`src/rtl/mult_share_ctrl.sv`:
```
// Round-robin controller sharing one 32x32 multiplier between two requesters.
// Optional MULT_SHARE_UNSIGNED_EN adds per-request unsigned select (mul_uns).
module mult_share_ctrl #(
    parameter int LAT = 2
) (
    input  logic        clk,
    input  logic        rst,
    input  logic        req0_valid,
    output logic        req0_ready,
    input  logic [31:0] req0_a,
    input  logic [31:0] req0_b,
    input  logic        req1_valid,
    output logic        req1_ready,
    input  logic [31:0] req1_a,
    input  logic [31:0] req1_b,
`ifdef MULT_SHARE_UNSIGNED_EN
    input  logic        req0_uns,
    input  logic        req1_uns,
    output logic        mul_uns,
`endif
    output logic [31:0] mul_a,
    output logic [31:0] mul_b,
    input  logic [63:0] mul_y,
    output logic        resp_valid,
    output logic        resp_id,
    output logic [63:0] resp_y,
    input  logic        resp_ready,
    output logic        busy
);

    typedef enum logic [1:0] {
        IDLE,
        BUSY,
        DONE
    } state_t;

    // LAT is limited to 1..15 so it fits the 4-bit settling counter
    localparam logic [3:0] LAT_C = 4'(LAT);

    state_t     state;
    logic [3:0] cnt;
    logic       prio;
    logic       owner;
    logic       grant0;
    logic       grant1;

    always_comb begin
        grant0 = req0_valid & (~req1_valid | ~prio);
        grant1 = req1_valid & (~req0_valid | prio);
    end

    assign req0_ready = (state == IDLE) & grant0;
    assign req1_ready = (state == IDLE) & grant1;

    always_ff @(posedge clk or posedge rst) begin
        if (rst) begin
            state      <= IDLE;
            cnt        <= 4'd0;
            prio       <= 1'b0;
            owner      <= 1'b0;
            mul_a      <= 32'd0;
            mul_b      <= 32'd0;
            resp_y     <= 64'd0;
            resp_id    <= 1'b0;
            resp_valid <= 1'b0;
            busy       <= 1'b0;
`ifdef MULT_SHARE_UNSIGNED_EN
            mul_uns    <= 1'b0;
`endif
        end else begin
            unique case (state)
                IDLE: begin
                    if (grant0 | grant1) begin
                        state <= BUSY;
                        busy  <= 1'b1;
                        cnt   <= LAT_C;
                        owner <= grant1;
                        prio  <= ~grant1;
                        mul_a <= grant1 ? req1_a : req0_a;
                        mul_b <= grant1 ? req1_b : req0_b;
`ifdef MULT_SHARE_UNSIGNED_EN
                        mul_uns <= grant1 ? req1_uns : req0_uns;
`endif
                    end
                end
                BUSY: begin
                    cnt <= cnt - 4'd1;
                    if (cnt == 4'd1) begin
                        resp_y     <= mul_y;
                        resp_id    <= owner;
                        resp_valid <= 1'b1;
                        state      <= DONE;
                    end
                end
                DONE: begin
                    if (resp_ready) begin
                        resp_valid <= 1'b0;
                        busy       <= 1'b0;
                        state      <= IDLE;
                    end
                end
                default: begin
                    state <= IDLE;
                    busy  <= 1'b0;
                end
            endcase
        end
    end

endmodule
```
`config.mk`:
```
export PLATFORM = sky130hd
export DESIGN_NAME = mult_share_ctrl
export DESIGN_NICKNAME = d
export VERILOG_FILES = /design/src/rtl/mult_share_ctrl.sv
export SDC_FILE = /design/constraint.sdc
export NUM_CORES = 1
export LEC_CHECK = 0
export CORE_AREA = 2 2 128 130
export CTS_BUF_LIST = sky130_fd_sc_hd__clkbuf_4 sky130_fd_sc_hd__clkbuf_8
export DETAILED_ROUTE_END_ITERATION = 8
export DIE_AREA = 0 0 130 132
export DONT_BUFFER_PORTS = 1
export PLACE_DENSITY = 0.58
export SLEW_MARGIN = 0
export SYNTH_ARGS = -nofsm -noshare
export SYNTH_HDL_FRONTEND = slang
export SYNTH_SLANG_ARGS = --single-unit
```
`constraint.sdc`:
```
create_clock -name clk -period 5.3 [get_ports clk]
set_input_delay 0.795 -clock clk [delete_from_list [all_inputs] [get_ports clk]]
set_output_delay 0.795 -clock clk [all_outputs]
set_load 0.02 [all_outputs]
```
==> results of run 1 <==
## state kept, by name, summed over array words and instances (netlist names)
signal,flops
cnt,4
resp_y,64
resp_id,1
mul_a,32
owner,1
mul_b,32
state,2
resp_valid,1
busy,1
prio,1
## routing by layer
metal  GRT usage  routed length (um)
met3     0.06940                1572
met5           0                   0
met4     0.06332                 310
met2      0.2789                7367
met1      0.1869                5298
## synth_stat cells (3+ instances only)
| cell type | instances |
|---|---|
| sky130_fd_sc_hd__dfrtp_1 | 139 |
| sky130_fd_sc_hd__mux2_2 | 62 |
| sky130_fd_sc_hd__a21boi_0 | 38 |
| sky130_fd_sc_hd__a221o_1 | 38 |
| sky130_fd_sc_hd__o21ai_0 | 31 |
| sky130_fd_sc_hd__a21oi_1 | 27 |
| sky130_fd_sc_hd__a31oi_1 | 26 |
| sky130_fd_sc_hd__nand3_1 | 26 |
| sky130_fd_sc_hd__clkbuf_1 | 19 |
| sky130_fd_sc_hd__buf_2 | 12 |
| sky130_fd_sc_hd__buf_6 | 10 |
| sky130_fd_sc_hd__nand2_1 | 8 |
| sky130_fd_sc_hd__inv_1 | 3 |
| sky130_fd_sc_hd__mux2_1 | 3 |
## worst min path at each step
stage | endpoint | slack, ps | depth (start not counted)
global placement | owner | 520 | 1
detailed placement | owner | 510 | 1
finish | mul_b[1] | 370 | 1
global route | mul_b[13] | 410 | 1
floorplan | owner | 450 | 1
CTS | resp_y[48] | 360 | 1
## cell type report
cell class / instances / area [um2] / area share
sequential: 139 / 3478 / 0.5381
multi-input combinational: 284 / 2218 / 0.3432
tap: 216 / 270.3 / 0.04181
clock buffer: 18 / 241.5 / 0.03736
clock inverter: 14 / 193.9 / 0.03000
timing repair buffer: 5 / 37.54 / 0.005807
inverter: 5 / 23.77 / 0.003678
## power breakdown
group / switching (W) / total [W] / leakage [nW] / internal, W
Clock: 0.000409 / 0.000929 / 0.217 / 0.000520
Sequential: 0.00103 / 0.00262 / 1.63 / 0.00159
Combinational: 0.000543 / 0.00113 / 0.781 / 0.000584
Total: 0.00198 / 0.00468 / 2.63 / 0.00270
## worst reg2reg max path: stages (launching register included)
cell and delay (ps):
sky130_fd_sc_hd__dfrtp_1 430, sky130_fd_sc_hd__ha_1 210, sky130_fd_sc_hd__nor3b_2 170, sky130_fd_sc_hd__nand2_2 500, sky130_fd_sc_hd__buf_4 540, sky130_fd_sc_hd__mux2_2 410
## metrics by stage
step	cells	power (W)	instance area, um2	util	setup WS [ps]
3_5_place_dp	649	0.003790	6028	0.3837	2632
6_report	681	0.004677	6464	0.4114	2152
5_1_grt	681	0.004968	6464	0.4114	1955
3_3_place_gp	649	0.003737	6028	0.3837	2672
2_1_floorplan	471	0.003509	5967	-	780.5
4_1_cts	681	0.004742	6464	0.4114	2129
## logic make-up (layout without fill, tap and decap cells)
group | count (synthesis) | in the layout | share of synthesized area
adder cells (fa/ha/maj) | 2 | 2 | 0.004193
buffers and inverters | 48 | 42 | 0.04655
flip-flops | 139 | 139 | 0.5829
XOR/XNOR | 2 | 2 | 0.002936
AO/OA/AOI/OAI | 167 | 167 | 0.1958
AND/OR/NAND/NOR | 48 | 48 | 0.04488
multiplexers | 65 | 65 | 0.1227
==> impl_metrics.tcl, run 1 <==
set metrics [dict create \
    routed_wire_length_per_instance_um 21.36 \
    core_outline_area_um2 15710 \
    syn_avg_cell_area_um2 12.67 \
    worst_r2r_endpoint "resp_y[20]" \
    critPathBufInv 2 \
    worstHoldPathType "input port to async pin" \
    die_height_um 132 \
    post_synth_num_cell_types 35 \
    postSynth.topFlopCell "sky130_fd_sc_hd__dfrtp_1" \
    clk_pin_slew_ps 70 \
    mostFrequentLayoutCell "sky130_fd_sc_hd__dfrtp_1" \
    cts_buffer_depth 2 \
    post_cts_resized 0 \
    area_delta_synth_final_pct 8.325 \
    post-route-drc-count 0 \
    reg2reg_slack_ps 2940 \
    syn-instance-count 471 \
    num-nets-final 651 \
    antenna_violating_nets_post_route 0 \
    leakage_nw 2.631 \
    fp.dieArea_um2 17160 \
    largest_incremental_delay_on_the_critical_path_ps 580 \
    postSynthRegisterBits 139 \
    place.detailed.hpwl_um 10260 \
    std_cell_rows 46 \
    timing.final.crit_period_ps 3148 \
    final_hold_viol_count 0 \
    post-route-period-util 0.5940 \
    worstSetupStartpoint "state[0]" \
    fin_skew_ps 10.30 \
    number_of_drc_violations_after_detailed_routing_iteration_0 195 \
    number_of_global_route_vias_before_repair 4008 \
    antenna-diode-count 0 \
    critPathLaunchType "flip-flop" \
    crit_family "buffers and inverters" \
    cts_hold_repair.buffers 0 \
    critical_path.cell_chain "nor2_4 -> buf_4 -> nand3_2 -> inv_2" \
    clk-insertion-delay-late_ps 430 \
    post_synth_main_area_contributors "sky130_fd_sc_hd__dfrtp_1, sky130_fd_sc_hd__mux2_2, sky130_fd_sc_hd__a221o_1" \
    timing.fmax_ghz 0.3177 \
    cts_setup_buffers 0 \
    ir_drop_v 0.0002085 \
    worstMarginPinSlew_ps 1100 \
    yosys_warning_count 0 \
    synthArstFlopShare 1.000 \
    cts_root_buf "sky130_fd_sc_hd__clkbuf_8" \
    cts_tree "built" \
    rr_startpoint "cnt[0]" \
    finalSetupTns_ps 0 \
    grt_usage 0.1662 \
    final_cell_mix "sky130_fd_sc_hd__dfrtp_1, sky130_fd_sc_hd__mux2_2, sky130_fd_sc_hd__a21boi_0, sky130_fd_sc_hd__a221o_1, sky130_fd_sc_hd__o21ai_0" \
    grt_max_degree 86 \
    worst_slew_margin_rel 0.2667 \
    worst_setup_path_end_kind "primary output" \
    report.final.setup_viol 0 \
    floorplan.initialDensity 0.3798 \
    port_buffers 0 \
    crit_type "flip-flop to primary output" \
    yosysSeqAreaShare 0.5829 \
    critical_path_peak_fanout 66 \
    timing.max_cap.violations 0 \
    via_per_inst 5.737 \
    synth_area_um2 5967 \
    count_of_pins_over_their_slew_limit 0 \
    detail_route.first_pass.iterations 4 \
    net_count_synth 670 \
    r2r.worst_path.cells 5 \
    routabilityCongestion 0.7908 \
    synth_edf_count 0 \
    initial_antenna_violation_count 0 \
    status "finished, final reports clean" \
    h-tree-depth 4 \
    synth.top_cell.area_share 0.5829 \
    cp_data_required_time_ps 4510 \
    ios 330 \
    grt_setup_unrepaired "false" \
    grt_first_pass_wirelength_um 21970 \
    cts_sinks 139 \
    timing.critical_path.arrival_ps 2350 \
    yosys.area.top_type "sky130_fd_sc_hd__dfrtp_1" \
    critical_path.endpoint "req0_ready" \
    wl_um 14550 \
    fraction_of_layout_cells_with_a_size_suffix_above_1 0.2344 \
    total_power_per_unit_cell_area_nw_per_um2 723.6 \
    die_x_um 130 \
    total_stage_count_of_the_critical_path 4 \
    cpMaxStageDelayCell "sky130_fd_sc_hd__inv_2" \
    holdWs_ps 371.8 \
    grt_remaining_overflow 0 \
    fillerInstances 1482 \
    numCtsBuffers 17 \
    num_vias 3907 \
]
No activity file was read; power rests on OpenSTA's default activity.
==> run 2: changes to the inputs <==
- clock period: 5.3 -> 3.16 ns (I/O delays scaled with it)
==> run 2 against run 1 <==
Non-clock buffer count stayed put. Clock-buffer cell count is 1 higher. Hold slack worse by 310 ps. Die area stayed put. Combinational power is 68% higher. Cell count stayed put. Highest routed layer unchanged. Power is 69% higher.
==> impl_metrics.tcl, run 2 (synthesis results as in run 1) <==
set metrics [dict create \
    status "finished, final reports clean" \
    worstMarginPinSlew_ps 1132 \
    cts_root_buf "sky130_fd_sc_hd__clkbuf_8" \
    numCtsBuffers 17 \
    wl_um 14740 \
    cts_tree "built" \
    routed_wire_length_per_instance_um 21.64 \
    largest_register_ff_count 64 \
    combinationalPowerShare 0.241 \
    leakage_nw 2.643 \
    number_of_drc_violations_after_detailed_routing_iteration_0 212 \
    seqPwrFrac 0.558 \
    timing.max_cap.violations 0 \
    fraction_of_layout_cells_with_a_size_suffix_above_1 0.2366 \
    worstHoldPathType "input port to async pin" \
    power_report.internal_total_w 0.004557 \
    cts_sinks 139 \
    grt_max_degree 140 \
    post-route-drc-count 0 \
    num-nets-final 651 \
    final_cell_mix "sky130_fd_sc_hd__dfrtp_1, sky130_fd_sc_hd__mux2_2, sky130_fd_sc_hd__a21boi_0, sky130_fd_sc_hd__a221o_1, sky130_fd_sc_hd__o21ai_0" \
    post-route-period-util 0.8651 \
    h-tree-depth 4 \
    netSwitchingPower_w 0.003341 \
    antenna-diode-count 0 \
    cp_data_required_time_ps 2690 \
    crit_type "flip-flop to primary output" \
    clock_power_share 0.201 \
    grt_remaining_overflow 0 \
    std_cell_rows 46 \
    worst_setup_path_end_kind "primary output" \
    report.final.setup_viol 0 \
    die_height_um 132 \
    cts_buffer_depth 2 \
    antenna_violating_nets_post_route 0 \
    grt_usage 0.1662 \
    total_power_per_unit_cell_area_nw_per_um2 1215 \
    finalPower_w 0.007899 \
    largest_registers "resp_y x64, mul_a x32, mul_b x32" \
    critPathLaunchType "flip-flop" \
    core_outline_area_um2 15710 \
    cts_setup_buffers 0 \
    initial_antenna_violation_count 0 \
    detail_route.first_pass.iterations 4 \
    utilization_of_the_core_after_routing 0.4136 \
    grt_setup_unrepaired "false" \
    finalSetupTns_ps 0 \
    area_delta_synth_final_pct 8.912 \
    via_per_inst 5.841 \
    timing.critical_path.arrival_ps 2260 \
    final_hold_viol_count 0 \
    timing.final.crit_period_ps 2734 \
    largest_register "resp_y" \
    die_x_um 130 \
    ir_drop_v 0.0004452 \
    floorplan.initialDensity 0.3798 \
    clk_pin_slew_ps 80 \
    rr_startpoint "state[0]" \
    port_buffers 0 \
    cts_hold_repair.buffers 0 \
    ios 330 \
    fin_skew_ps 8.013 \
    fp.dieArea_um2 17160 \
    clk-insertion-delay-late_ps 430 \
    p_sw_frac 0.4230 \
    routabilityCongestion 0.7535 \
    place.detailed.hpwl_um 10220 \
    worst_slew_margin_rel 0.2452 \
    num_vias 3978 \
    grt_first_pass_wirelength_um 22050 \
    fillerInstances 1484 \
    worstSetupStartpoint "state[0]" \
    critical_path_peak_fanout 39 \
    mostFrequentLayoutCell "sky130_fd_sc_hd__dfrtp_1" \
    timing.fmax_ghz 0.3658 \
    number_of_global_route_vias_before_repair 4062 \
    post_cts_resized 0 \
    count_of_pins_over_their_slew_limit 0 \
]
## run 2: cell types whose count changed in the layout (fill, tap and decap cells not counted), sizes merged
| cell | delta |
|---|---|
| clkinvlp | +1 |
| clkbuf | +1 |
| clkinv | -2 |
## run 2: critical path: stages, from the launching register on
cell	delay (ps)
sky130_fd_sc_hd__dfrtp_1	460
sky130_fd_sc_hd__nor2_4	530
sky130_fd_sc_hd__nand3_2	200
sky130_fd_sc_hd__inv_2	600
## run 2: layout make-up
cell class                 instances  area (um2)  share of cell area
sequential                       139        3478              0.5352
multi-input combinational        284        2221              0.3417
tap                              216       270.3             0.04159
clock buffer                      19       255.2             0.03928
clock inverter                    13       188.9             0.02907
timing repair buffer               5       62.56            0.009626
inverter                           5       22.52            0.003466
## run 2: layer usage
layer  routed length, um  vias up  track usage
met4                 201        0      0.05376
met5                   0        -            0
met3                1549       17      0.07021
met2                7391      253       0.2778
li1                    -     1725            -
met1                5596     1983       0.1916
## run 2: path summary, 6_finish.rpt
kind,endpoint,slack (ps),cells past startpoint
min in group clk,resp_y[10],180,1
max in group asynchronous,mul_b[11],2420,2
hold reg to reg,owner,530,1
setup / recovery,req0_ready,430,3
hold / removal,resp_y[42],70,2
setup reg to reg,mul_b[9],990,4
## run 2: metrics by stage
| stage | cell area, um2 | instances | setup slack, ps | hold slack, ps |
|---|---|---|---|---|
| 5_1_grt | 6499 | 681 | 242.7 | 129.9 |
| 2_1_floorplan | 5971 | 471 | 950.9 | 445.4 |
| 4_1_cts | 6499 | 681 | 372.3 | 135.8 |
| 3_3_place_gp | 6055 | 649 | 964.0 | 513.6 |
| 3_5_place_dp | 6055 | 649 | 875.7 | 517.3 |
| 6_report | 6499 | 681 | 426.4 | 65.41 |
## run 2: power groups by stage
stage | combinational, W | clock [W] | sequential [W]
floorplan | 0.00171 | 0 | 0.00417
global placement | 0.00183 | 0 | 0.00443
detailed placement | 0.00195 | 0 | 0.00443
CTS | 0.00193 | 0.00164 | 0.00442
global route | 0.00212 | 0.00175 | 0.00452
finish | 0.00190 | 0.00159 | 0.00441
